## src/rtl/eq_gain_scheduler.sv

```systemverilog
`default_nettype none
//============================================================================
// Module      : eq_gain_scheduler
// Description : Owns the equalizer band gains and is the only master on the
//               equalizer register port. The host programs target gains over
//               an Avalon-MM slave. On each FFT frame boundary the block
//               sweeps every band, moves the current gain one step toward its
//               target, and writes any changed gain to the equalizer.
//
// Ports       : system_clk, reset          clock / synchronous active-high reset
//               host_cs, host_write,       Avalon-MM slave (read latency 1)
//               host_read, host_address,
//               host_writedata, host_readdata
//               frame_done                 one-cycle frame-end pulse
//               eq_chipselect, eq_write,   equalizer register master port
//               eq_address, eq_writedata
//               busy                       sweep in progress
//
// Revision    : 1.0  initial release
//============================================================================
module eq_gain_scheduler #(
    parameter int NUM_BANDS = 12,
    parameter int GAIN_W    = 5,
    parameter int UNITY     = 13,
    parameter int MAX_GAIN  = 28,
    parameter int STEP      = 1
) (
    input  logic       system_clk,
    input  logic       reset,
    input  logic       host_cs,
    input  logic       host_write,
    input  logic       host_read,
    input  logic [3:0] host_address,
    input  logic [7:0] host_writedata,
    output logic [7:0] host_readdata,
    input  logic       frame_done,
    output logic       eq_chipselect,
    output logic       eq_write,
    output logic [3:0] eq_address,
    output logic [7:0] eq_writedata,
    output logic       busy
);

    localparam int ADDR_W = 4;
    localparam int DATA_W = 8;

    localparam logic [ADDR_W-1:0] c_CTRL_ADDR = ADDR_W'(12);
    localparam logic [ADDR_W-1:0] c_STAT_ADDR = ADDR_W'(13);
    localparam logic [ADDR_W-1:0] c_LAST_IDX  = ADDR_W'(NUM_BANDS - 1);
    localparam logic [ADDR_W-1:0] c_NBANDS    = ADDR_W'(NUM_BANDS);

    localparam logic [GAIN_W-1:0] c_UNITY = GAIN_W'(UNITY);
    localparam logic [GAIN_W-1:0] c_MAX   = GAIN_W'(MAX_GAIN);
    localparam logic [GAIN_W-1:0] c_STEP  = GAIN_W'(STEP);

    typedef enum logic [1:0] {
        ST_IDLE   = 2'd0,
        ST_SCAN   = 2'd1,
        ST_FINISH = 2'd2
    } state_t;

    state_t            r_state;
    logic [ADDR_W-1:0] r_idx;
    logic              r_pending;
    logic              r_ramp_en;
    logic [GAIN_W-1:0] r_tgt [NUM_BANDS];
    logic [GAIN_W-1:0] r_cur [NUM_BANDS];

    logic              w_host_wr;
    logic              w_host_rd;
    logic [GAIN_W-1:0] w_wdata_gain;
    logic [GAIN_W-1:0] w_wr_gain;
    logic              w_force;
    logic              w_event;
    logic [GAIN_W-1:0] w_cur_sel;
    logic [GAIN_W-1:0] w_tgt_sel;
    logic [GAIN_W-1:0] w_rd_tgt;
    logic              w_settled;
    logic              w_changed;
    logic [GAIN_W-1:0] w_next;
    logic [DATA_W-1:0] w_rd_data;
    logic              w_unused_wdata;

    assign w_host_wr      = host_cs && host_write;
    assign w_host_rd      = host_cs && host_read;
    assign w_wdata_gain   = host_writedata[GAIN_W-1:0];
    assign w_wr_gain      = (w_wdata_gain > c_MAX) ? c_MAX : w_wdata_gain;
    assign w_unused_wdata = &{1'b0, host_writedata[DATA_W-1:GAIN_W]};

    // force_sweep is a write-1 strobe; it is never stored, only acted on
    // in the cycle of the host write.
    assign w_force = w_host_wr && (host_address == c_CTRL_ADDR) && host_writedata[1];
    assign w_event = frame_done || w_force;

    // Band selection by compare-and-mux keeps every array index in range.
    always_comb begin
        w_cur_sel = '0;
        w_tgt_sel = '0;
        w_rd_tgt  = '0;
        w_settled = 1'b1;
        for (int i = 0; i < NUM_BANDS; i++) begin
            if (r_idx == ADDR_W'(i)) begin
                w_cur_sel = r_cur[i];
                w_tgt_sel = r_tgt[i];
            end
            if (host_address == ADDR_W'(i)) begin
                w_rd_tgt = r_tgt[i];
            end
            if (r_cur[i] != r_tgt[i]) begin
                w_settled = 1'b0;
            end
        end
    end

    // Next gain for the band under scan: one step toward target, clamped so
    // it lands exactly on target rather than overshooting.
    always_comb begin
        w_changed = (w_cur_sel != w_tgt_sel);
        w_next    = w_tgt_sel;
        if (r_ramp_en) begin
            if (w_cur_sel < w_tgt_sel) begin
                if ((w_tgt_sel - w_cur_sel) > c_STEP) begin
                    w_next = w_cur_sel + c_STEP;
                end
            end else begin
                if ((w_cur_sel - w_tgt_sel) > c_STEP) begin
                    w_next = w_cur_sel - c_STEP;
                end
            end
        end
    end

    always_comb begin
        w_rd_data = '0;
        if (host_address < c_NBANDS) begin
            w_rd_data = {{(DATA_W-GAIN_W){1'b0}}, w_rd_tgt};
        end else if (host_address == c_CTRL_ADDR) begin
            w_rd_data = {{(DATA_W-1){1'b0}}, r_ramp_en};
        end else if (host_address == c_STAT_ADDR) begin
            w_rd_data = {{(DATA_W-3){1'b0}}, w_settled, r_pending, busy};
        end
    end

    always_ff @(posedge system_clk) begin
        if (reset) begin
            r_state       <= ST_IDLE;
            r_idx         <= '0;
            r_pending     <= 1'b0;
            r_ramp_en     <= 1'b1;
            host_readdata <= '0;
            eq_chipselect <= 1'b0;
            eq_write      <= 1'b0;
            eq_address    <= '0;
            eq_writedata  <= '0;
            busy          <= 1'b0;
            for (int i = 0; i < NUM_BANDS; i++) begin
                r_tgt[i] <= c_UNITY;
                r_cur[i] <= c_UNITY;
            end
        end else begin
            if (w_host_rd) begin
                host_readdata <= w_rd_data;
            end

            if (w_host_wr) begin
                for (int i = 0; i < NUM_BANDS; i++) begin
                    if (host_address == ADDR_W'(i)) begin
                        r_tgt[i] <= w_wr_gain;
                    end
                end
                if (host_address == c_CTRL_ADDR) begin
                    r_ramp_en <= host_writedata[0];
                end
            end

            // Equalizer strobes are single-cycle; address/data hold.
            eq_chipselect <= 1'b0;
            eq_write      <= 1'b0;

            case (r_state)
                ST_IDLE: begin
                    if (w_event || r_pending) begin
                        r_state   <= ST_SCAN;
                        r_idx     <= '0;
                        r_pending <= 1'b0;
                        busy      <= 1'b1;
                    end
                end
                ST_SCAN: begin
                    if (w_event) begin
                        r_pending <= 1'b1;
                    end
                    if (w_changed) begin
                        for (int i = 0; i < NUM_BANDS; i++) begin
                            if (r_idx == ADDR_W'(i)) begin
                                r_cur[i] <= w_next;
                            end
                        end
                        eq_chipselect <= 1'b1;
                        eq_write      <= 1'b1;
                        eq_address    <= r_idx;
                        eq_writedata  <= {{(DATA_W-GAIN_W){1'b0}}, w_next};
                    end
                    if (r_idx == c_LAST_IDX) begin
                        r_state <= ST_FINISH;
                    end else begin
                        r_idx <= r_idx + ADDR_W'(1);
                    end
                end
                ST_FINISH: begin
                    // Lets the write for the last band leave the port.
                    if (w_event) begin
                        r_pending <= 1'b1;
                    end
                    r_state <= ST_IDLE;
                    busy    <= 1'b0;
                end
                default: begin
                    r_state <= ST_IDLE;
                    busy    <= 1'b0;
                end
            endcase
        end
    end

endmodule
`default_nettype wire

```

## config.mk

```make
export PLATFORM = sky130hd
export DESIGN_NAME = eq_gain_scheduler
export DESIGN_NICKNAME = d
export VERILOG_FILES = /design/src/rtl/eq_gain_scheduler.sv
export SDC_FILE = /design/constraint.sdc
export NUM_CORES = 1
export LEC_CHECK = 0
export ABC_AREA = 1
export CAP_MARGIN = 30
export CELL_PAD_IN_SITES_DETAIL_PLACEMENT = 0
export CELL_PAD_IN_SITES_GLOBAL_PLACEMENT = 1
export CORE_MARGIN = 2
export CORE_UTILIZATION = 50
export CTS_CLUSTER_DIAMETER = 100
export DETAILED_ROUTE_END_ITERATION = 6
export PLACE_DENSITY_LB_ADDON = 0.1
export SLEW_MARGIN = 5
export SYNTH_ARGS = -nofsm -noshare
export SYNTH_HDL_FRONTEND = slang
export SYNTH_SLANG_ARGS = --single-unit
```

## constraint.sdc

```tcl
create_clock -name system_clk -period 6.24 [get_ports system_clk]
set_input_delay 1.248 -clock system_clk [delete_from_list [all_inputs] [get_ports system_clk]]
set_output_delay 1.248 -clock system_clk [all_outputs]
set_load 0.02 [all_outputs]
```

==> flow_summary.yaml, run 1 <==
hold_path:
  holdPathStages: 2
  whs_endpoint: "r_state[1]"
  hold_path.class: "flip-flop to flip-flop"
  worst_hold_startpoint: "r_state[1]"
clock_tree:
  cts_sinks: 144
  clkLatencyLatePin_ns: 0.43
  root_buffer: "clkbuf_16"
  postCtsSetupRepairBufs: 0
  htreeDepth: 4
  cts.clk_slew.worst_paths_ns: 0.07
  cts_hold_buf: 0
  clockBufferDepth: 2
  numCtsBuffers: 17
  cts_tree: "yes"
  post_cts_resized: 0
timing:
  hold_viol_final: 0
  tightest_slew_ns: 0.850
  rsz0062_at_grt: "false"
  hold_slack_ns: 0.469
  min_period_ns: 5.41
  period_share: 0.868
  report.final.slew_viol_count: 0
  relSlewSlack: 0.428
  setup_viol: 0
  fin_setup_tns_ns: 0
  timing.fmax_mhz: 185
  worst_slack_ns: 0.826
  finClkSkew_ns: 0.0130
placement:
  pre_cts_slack_ns: 0.890
  place_hpwl_mm: 22.9
  place.gp.congestion: 0.971
  portBuffers: 31
global_route:
  grt_max_degree: 40
  grt_pass1_wl_mm: 45.0
  grt_pass1_vias: 7558
  top_usage_layer: "met2"
  use_met1: 0.433
  use_met2: 0.489
  grt_overflow: 0
  grt_use_total: 0.317
  antenna_found_initial: 0
  met3_usage: 0.0703
synthesis:
  syn-cell-area_mm2: 0.00900
  avgSynthCellArea_um2: 7.81
  synth_xor_area_frac: 0.0389
  yosys-top-cells-area: "edfxtp_1 (40%), nand2_1 (13%), inv_1 (6.6%)"
  synth_top_family_by_area: "simple AND/OR/NAND/NOR gates"
  netlist_instances: 1153
  synth_simple_gate_area_share: 0.284
  synth-adder-area-share: 0.0267
  ys_types: 48
  postSynthRegisterBits: 144
  yosys_warnings: 0
  muxShareOfSynthArea: 0
  synth_ff_type: "edfxtp_1"
  yosys.area.top_type: "edfxtp_1"
  async_reset_ff_frac: 0
  seq_area_frac_synth: 0.454
  synth_edf_count: 120
  synth_top_area_frac: 0.400
  synth_compound_area_frac: 0.102
power_and_ir_drop:
  switchingPower_uw: 1420
  power_frac_comb: 0.361
  switching_share: 0.403
  vdd_drop_max_uv: 268
  power.total_uw: 3530
  powerDensity_mw_per_mm2: 349
  seqPwrFrac: 0.344
  p_clk_frac: 0.295
  p_leak_uw: 0.00402
  internal_power_uw: 2110
setup_path:
  timing.rr.end: "r_cur[1][0]"
  startpoint: "r_idx[1]"
  path_common_cell: "nand2_1"
  critPathMaxStageDelay_ns: 0.40
  critPathSlowestCell: "ha_1"
  crit_type: "flip-flop to flip-flop"
  critical_path.top_delay_family: "simple AND/OR/NAND/NOR gates"
  required_ns: 6.42
  start_kind: "flip-flop"
  timing.rr.start: "r_idx[1]"
  end_kind: "flip-flop"
  crit_buf_inv: 6
  r2r_slack_ns: 0.83
  r2r_cells: 29
  arrival_ns: 5.59
  cp_max_fo: 10
layout:
  final_core_util: 0.567
  final_nets: 1221
  drive_above_1_share: 0.0843
  antenna_cells: 0
  syn2layout_area_growth_pct: 12.4
floorplan:
  die_x_um: 138
  ios: 41
  core_area_mm2: 0.0178
  row_count: 49
  die_area_mm2: 0.0191
  initial_utilization: 0.505
  die_h_um: 138
drt:
  viasPerCell: 5.66
  vias: 8082
  wl_per_cell_um: 21.1
  drt-total-wl_mm: 30.2
  firstDrtPassIters: 6
  antenna_left: 0
  post-route-drc-count: 0
  drt_iter0_markers: 807
run:
  maxCapViolations: 0
outcome:
  status: "complete, no violations"
[cells by family after synthesis]
family / count (synthesis)
simple gates: 580
buf+inv: 209
compound gates: 161
flops: 144
xor+xnor: 40
fa+ha+maj: 18
other cells: 1
[power by group through the flow]
| stage | registers [uW] | clock network [uW] | logic (uW) |
|---|---|---|---|
| finish | 1210 | 1040 | 1270 |
| detailed placement | 1230 | 0 | 1250 |
| global route | 1220 | 1090 | 1390 |
| global placement | 1230 | 0 | 1250 |
| CTS | 1210 | 1050 | 1260 |
| floorplan | 1220 | 0 | 781 |
[sequential cells by signal, indices dropped and copies added (netlist names)]
name and count:
busy 1, eq_address 4, eq_write 1, eq_writedata 5, host_readdata 5, r_cur 60, r_idx 4, r_pending 1
r_ramp_en 1, r_state 2, r_tgt 60
[area by class of cell]
class / instances / area, um^2
well taps: 229 / 287
inverters: 172 / 646
fillers: 1711 / 7720
clock buffers: 20 / 500
repair buffers: 45 / 410
multi-input cells: 805 / 4090
flip-flops and latches: 144 / 4080
clock inverters: 12 / 106
[worst min-delay path: stages (launching register included)]
cell	delay, ns
dfxtp_1	0.31
nand2_1	0.06
a21oi_1	0.05
[cells in the final DEF (no fill, tap or decap), types with 4 or more instances in the layout]
cell	instances
a211oi_1	4
a21oi_1	54
a21oi_2	4
buf_4	14
clkbuf_16	20
clkdlybuf4s50_1	30
conb_1	6
dfxtp_1	24
edfxtp_1	120
ha_1	16
inv_1	159
inv_2	10
inv_6	5
nand2_1	301
nand2_2	9
nand3_1	53
nand3_2	4
nand3b_1	4
nand4_1	27
nor2_1	140
nor2_2	5
nor3_1	6
nor3_2	8
nor4_1	7
o211ai_1	9
o21ai_0	58
o21ai_1	4
o22ai_1	14
or2_2	6
xnor2_1	37
[routing by layer]
| metal | vias to the layer above | routed length, um |
|---|---|---|
| met5 | - | 0 |
| met4 | 0 | 1210 |
| met3 | 69 | 2820 |
| met2 | 428 | 13600 |
| met1 | 3747 | 12500 |
| li1 | 3838 | - |
[Yosys cell counts, types with 4 or more instances]
master,number
clkbuf_1,13
or2_2,6
o21ai_0,58
buf_4,9
o211ai_1,9
o21ai_1,4
nand3b_1,4
nor3_1,6
ha_1,16
nor2_1,140
buf_2,12
o22ai_1,14
xnor2_1,37
nand2_2,9
nand3_1,53
dfxtp_1,24
a21oi_2,4
nand2_1,301
inv_2,10
inv_1,159
a211oi_1,4
nor2_2,5
nand4_1,27
edfxtp_1,120
nor4_1,7
a21oi_1,54
nand3_2,4
nor3_2,8
[metrics by stage]
stage / std cells / cell area (um^2)
2_1_floorplan: 1158 / 9020
3_3_place_gp: 1395 / 9520
3_5_place_dp: 1395 / 9520
4_1_cts: 1427 / 10100
5_1_grt: 1427 / 10100
6_report: 1427 / 10100
[worst max-delay path by stage]
stage          cells past startpoint            to  slack (ns)
3_5_place_dp                      29   r_cur[1][0]        0.89
6_report                          29   r_cur[1][0]        0.83
3_3_place_gp                      29   r_cur[1][0]        0.94
5_1_grt                           29  r_cur[0][10]        0.28
2_1_floorplan                     29  r_cur[2][11]        2.30
4_1_cts                           29   r_cur[1][0]        0.86
Power figures use the tool's default switching activity.
==> run 2: changes to the inputs <==
Settings changed: ABC_AREA 1 to unset, CORE_UTILIZATION 50 to 52, RECOVER_POWER set to 25.
==> flow_summary.yaml, run 2 <==
drt:
  antenna_left: 0
  drt-total-wl_mm: 31.7
  firstDrtPassIters: 6
  vias: 8226
  drt_iter0_markers: 1183
  wl_per_cell_um: 25.5
  viasPerCell: 6.62
  post-route-drc-count: 0
synthesis:
  synth_common_cells: "nand2_1 (126), edfxtp_1 (120), nor2_1 (78), xnor2_1 (65), a21oi_1 (64)"
  yosys-top-cells-area: "edfxtp_1 (39%), xnor2_1 (6.1%), dfxtp_1 (5.1%)"
  postSynthRegisterBits: 144
  post-synth-top-count-cell: "nand2_1"
  syn-cell-area_mm2: 0.00935
  yosys_warnings: 0
  synth_top_area_frac: 0.385
  netlist_instances: 985
  avgSynthCellArea_um2: 9.50
  synth_ff_type: "edfxtp_1"
  seq_area_frac_synth: 0.437
  ys_types: 87
  synth_edf_count: 120
  yosys.area.top_type: "edfxtp_1"
  async_reset_ff_frac: 0
timing:
  relSlewSlack: -0.435
  rsz0062_at_grt: "false"
  timing.fmax_mhz: 173
  report.final.slew_viol_count: 38
  tightest_slew_ns: 2.15
  hold_viol_final: 0
  period_share: 0.927
  fin_setup_tns_ns: 0
  min_period_ns: 5.78
  setup_viol: 0
  finClkSkew_ns: 0.0122
global_route:
  grt_max_degree: 38
  grt_pass1_vias: 7714
  grt_use_total: 0.332
  grt_pass1_wl_mm: 47.9
  grt_overflow: 0
  antenna_found_initial: 0
layout:
  drive_above_1_share: 0.119
  layout_common_cells: "nand2_1 (126), edfxtp_1 (120), nor2_1 (78), xnor2_1 (65), a21oi_1 (64)"
  largestRegisters: "r_cur (60), r_tgt (60)"
  finalNonFillerCells: 1243
  final_nets: 1037
  final_common_cell: "nand2_1"
  antenna_cells: 0
  syn2layout_area_growth_pct: 12.4
placement:
  portBuffers: 31
  place.gp.congestion: 1.00
  place_hpwl_mm: 23.7
  dp_cells: 1211
floorplan:
  die_x_um: 138
  initial_utilization: 0.526
  die_h_um: 138
  row_count: 49
  core_area_mm2: 0.0178
  die_area_mm2: 0.0191
  ios: 41
clock_tree:
  numCtsBuffers: 17
  clkLatencyLatePin_ns: 0.43
  cts_tree: "yes"
  root_buffer: "clkbuf_16"
  htreeDepth: 4
  postCtsSetupRepairBufs: 0
  clockBufferDepth: 2
  cts.clk_slew.worst_paths_ns: 0.07
  cts_hold_buf: 0
  cts_sinks: 144
setup_path:
  critical_path.top_delay_family: "compound AO/OA/AOI/OAI gates"
  crit_buf_inv: 4
  cp_max_fo: 24
  end_kind: "flip-flop"
  worstPathCellList: "inv_1 > ha_2 > inv_1 > buf_4 > o311ai_0 > a32oi_1 > o21ai_2 > inv_2 > ha_1 > a21o_1 > a21oi_1 > mux2i_1 > or3_1 > o31a_1 > a21oi_1 > o22a_2 > o21ai_1"
  critPathMaxStageDelay_ns: 0.59
  required_ns: 6.31
  start_kind: "flip-flop"
  crit_type: "flip-flop to flip-flop"
  arrival_ns: 5.85
  critPathSlowestCell: "ha_2"
power_and_ir_drop:
  powerDensity_mw_per_mm2: 311
  p_leak_uw: 0.00357
  vdd_drop_max_uv: 196
hold_path:
  hold_path.class: "flip-flop to flip-flop"
run:
  maxCapViolations: 1
outcome:
  violations: "capacitance limit, slew limit"
  status: "finished with violations"
==> run 2: changes by cell type in the layout (fill, tap and decap cells not counted), sizes merged, moves of 19 or more <==
cell	before	now
nand2	313	126
nor2	148	79
dlygate4sd3	0	19
nor3	14	37
inv	177	46
xnor2	37	65
buf	15	36
==> run 2: path summary, 6_finish.rpt <==
kind                            slack (ns)          start  cells after the start       endpoint
worst max-delay path                  0.46       r_idx[1]                     17   r_cur[2][17]
worst min-delay path                  0.45  eq_address[3]                      2  eq_address[3]
worst min register to register        0.45  eq_address[3]                      2  eq_address[3]
worst max register to register        0.46       r_idx[1]                     17   r_cur[2][17]
==> run 2: power by group <==
group	switching, uW	internal (uW)
clock network	435	719
registers	71.7	1120
logic	606	321
total	1110	2160
==> run 2: cell type report <==
cell class / count / area [um^2]
tap: 229 / 287
multi-input combinational: 724 / 4710
sequential: 144 / 4080
inverter: 44 / 168
clock inverter: 14 / 229
fill: 1608 / 7260
timing repair buffer: 70 / 608
clock buffer: 18 / 429
==> run 2: stage by stage <==
step,util,worst slack [ns],area (um^2),hold slack [ns],power [uW]
final,0.592,0.458,10500,0.453,3270
after CTS,0.592,0.378,10500,0.461,3260
after global routing,0.592,0.198,10500,0.475,3380
after global placement,0.554,0.486,9840,0.441,2100
after floorplan,-,1.60,9370,0.485,1820
after detailed placement,0.555,0.420,9870,0.453,2120
==> run 2: repair_timing <==
| item | CTS | global route |
|---|---|---|
| gates resized for setup | 0 | 1 |
| endpoints found under the setup margin | 0 | 1 |
| hold endpoints to repair | 0 | 0 |
==> run 2: kinds of logic (layout without fill, tap and decap cells) <==
family                     after synthesis  after routing  synth area share
AOI/OAI and AO/OA                      238            238             0.179
xor gates and xnor gates                69             69            0.0646
adders and majority gates               18             18            0.0257
buffers and inverters                  122            146            0.0631
DFF                                    144            144             0.437
muxes                                   16             16            0.0309
other                                    1              6          0.000401
and+or+nand+nor                        377            377             0.200
==> run 2: per-layer routing <==
metal | vias up | GRT usage | wire length [um]
li1 | 3644 | - | -
met3 | 86 | 0.0526 | 2650
met5 | - | 0 | 0
met4 | 0 | 0.112 | 1060
met1 | 3962 | 0.460 | 13200
met2 | 534 | 0.536 | 14800
==> run 2: worst reg2reg max path: cells and delay by family, from the launching register on <==
kind            cells  cell delay, ns
compound gates      9            2.74
fa+ha+maj           2            1.00
buf+inv             4            0.67
simple gates        1            0.43
flops               1            0.38
mux                 1            0.20
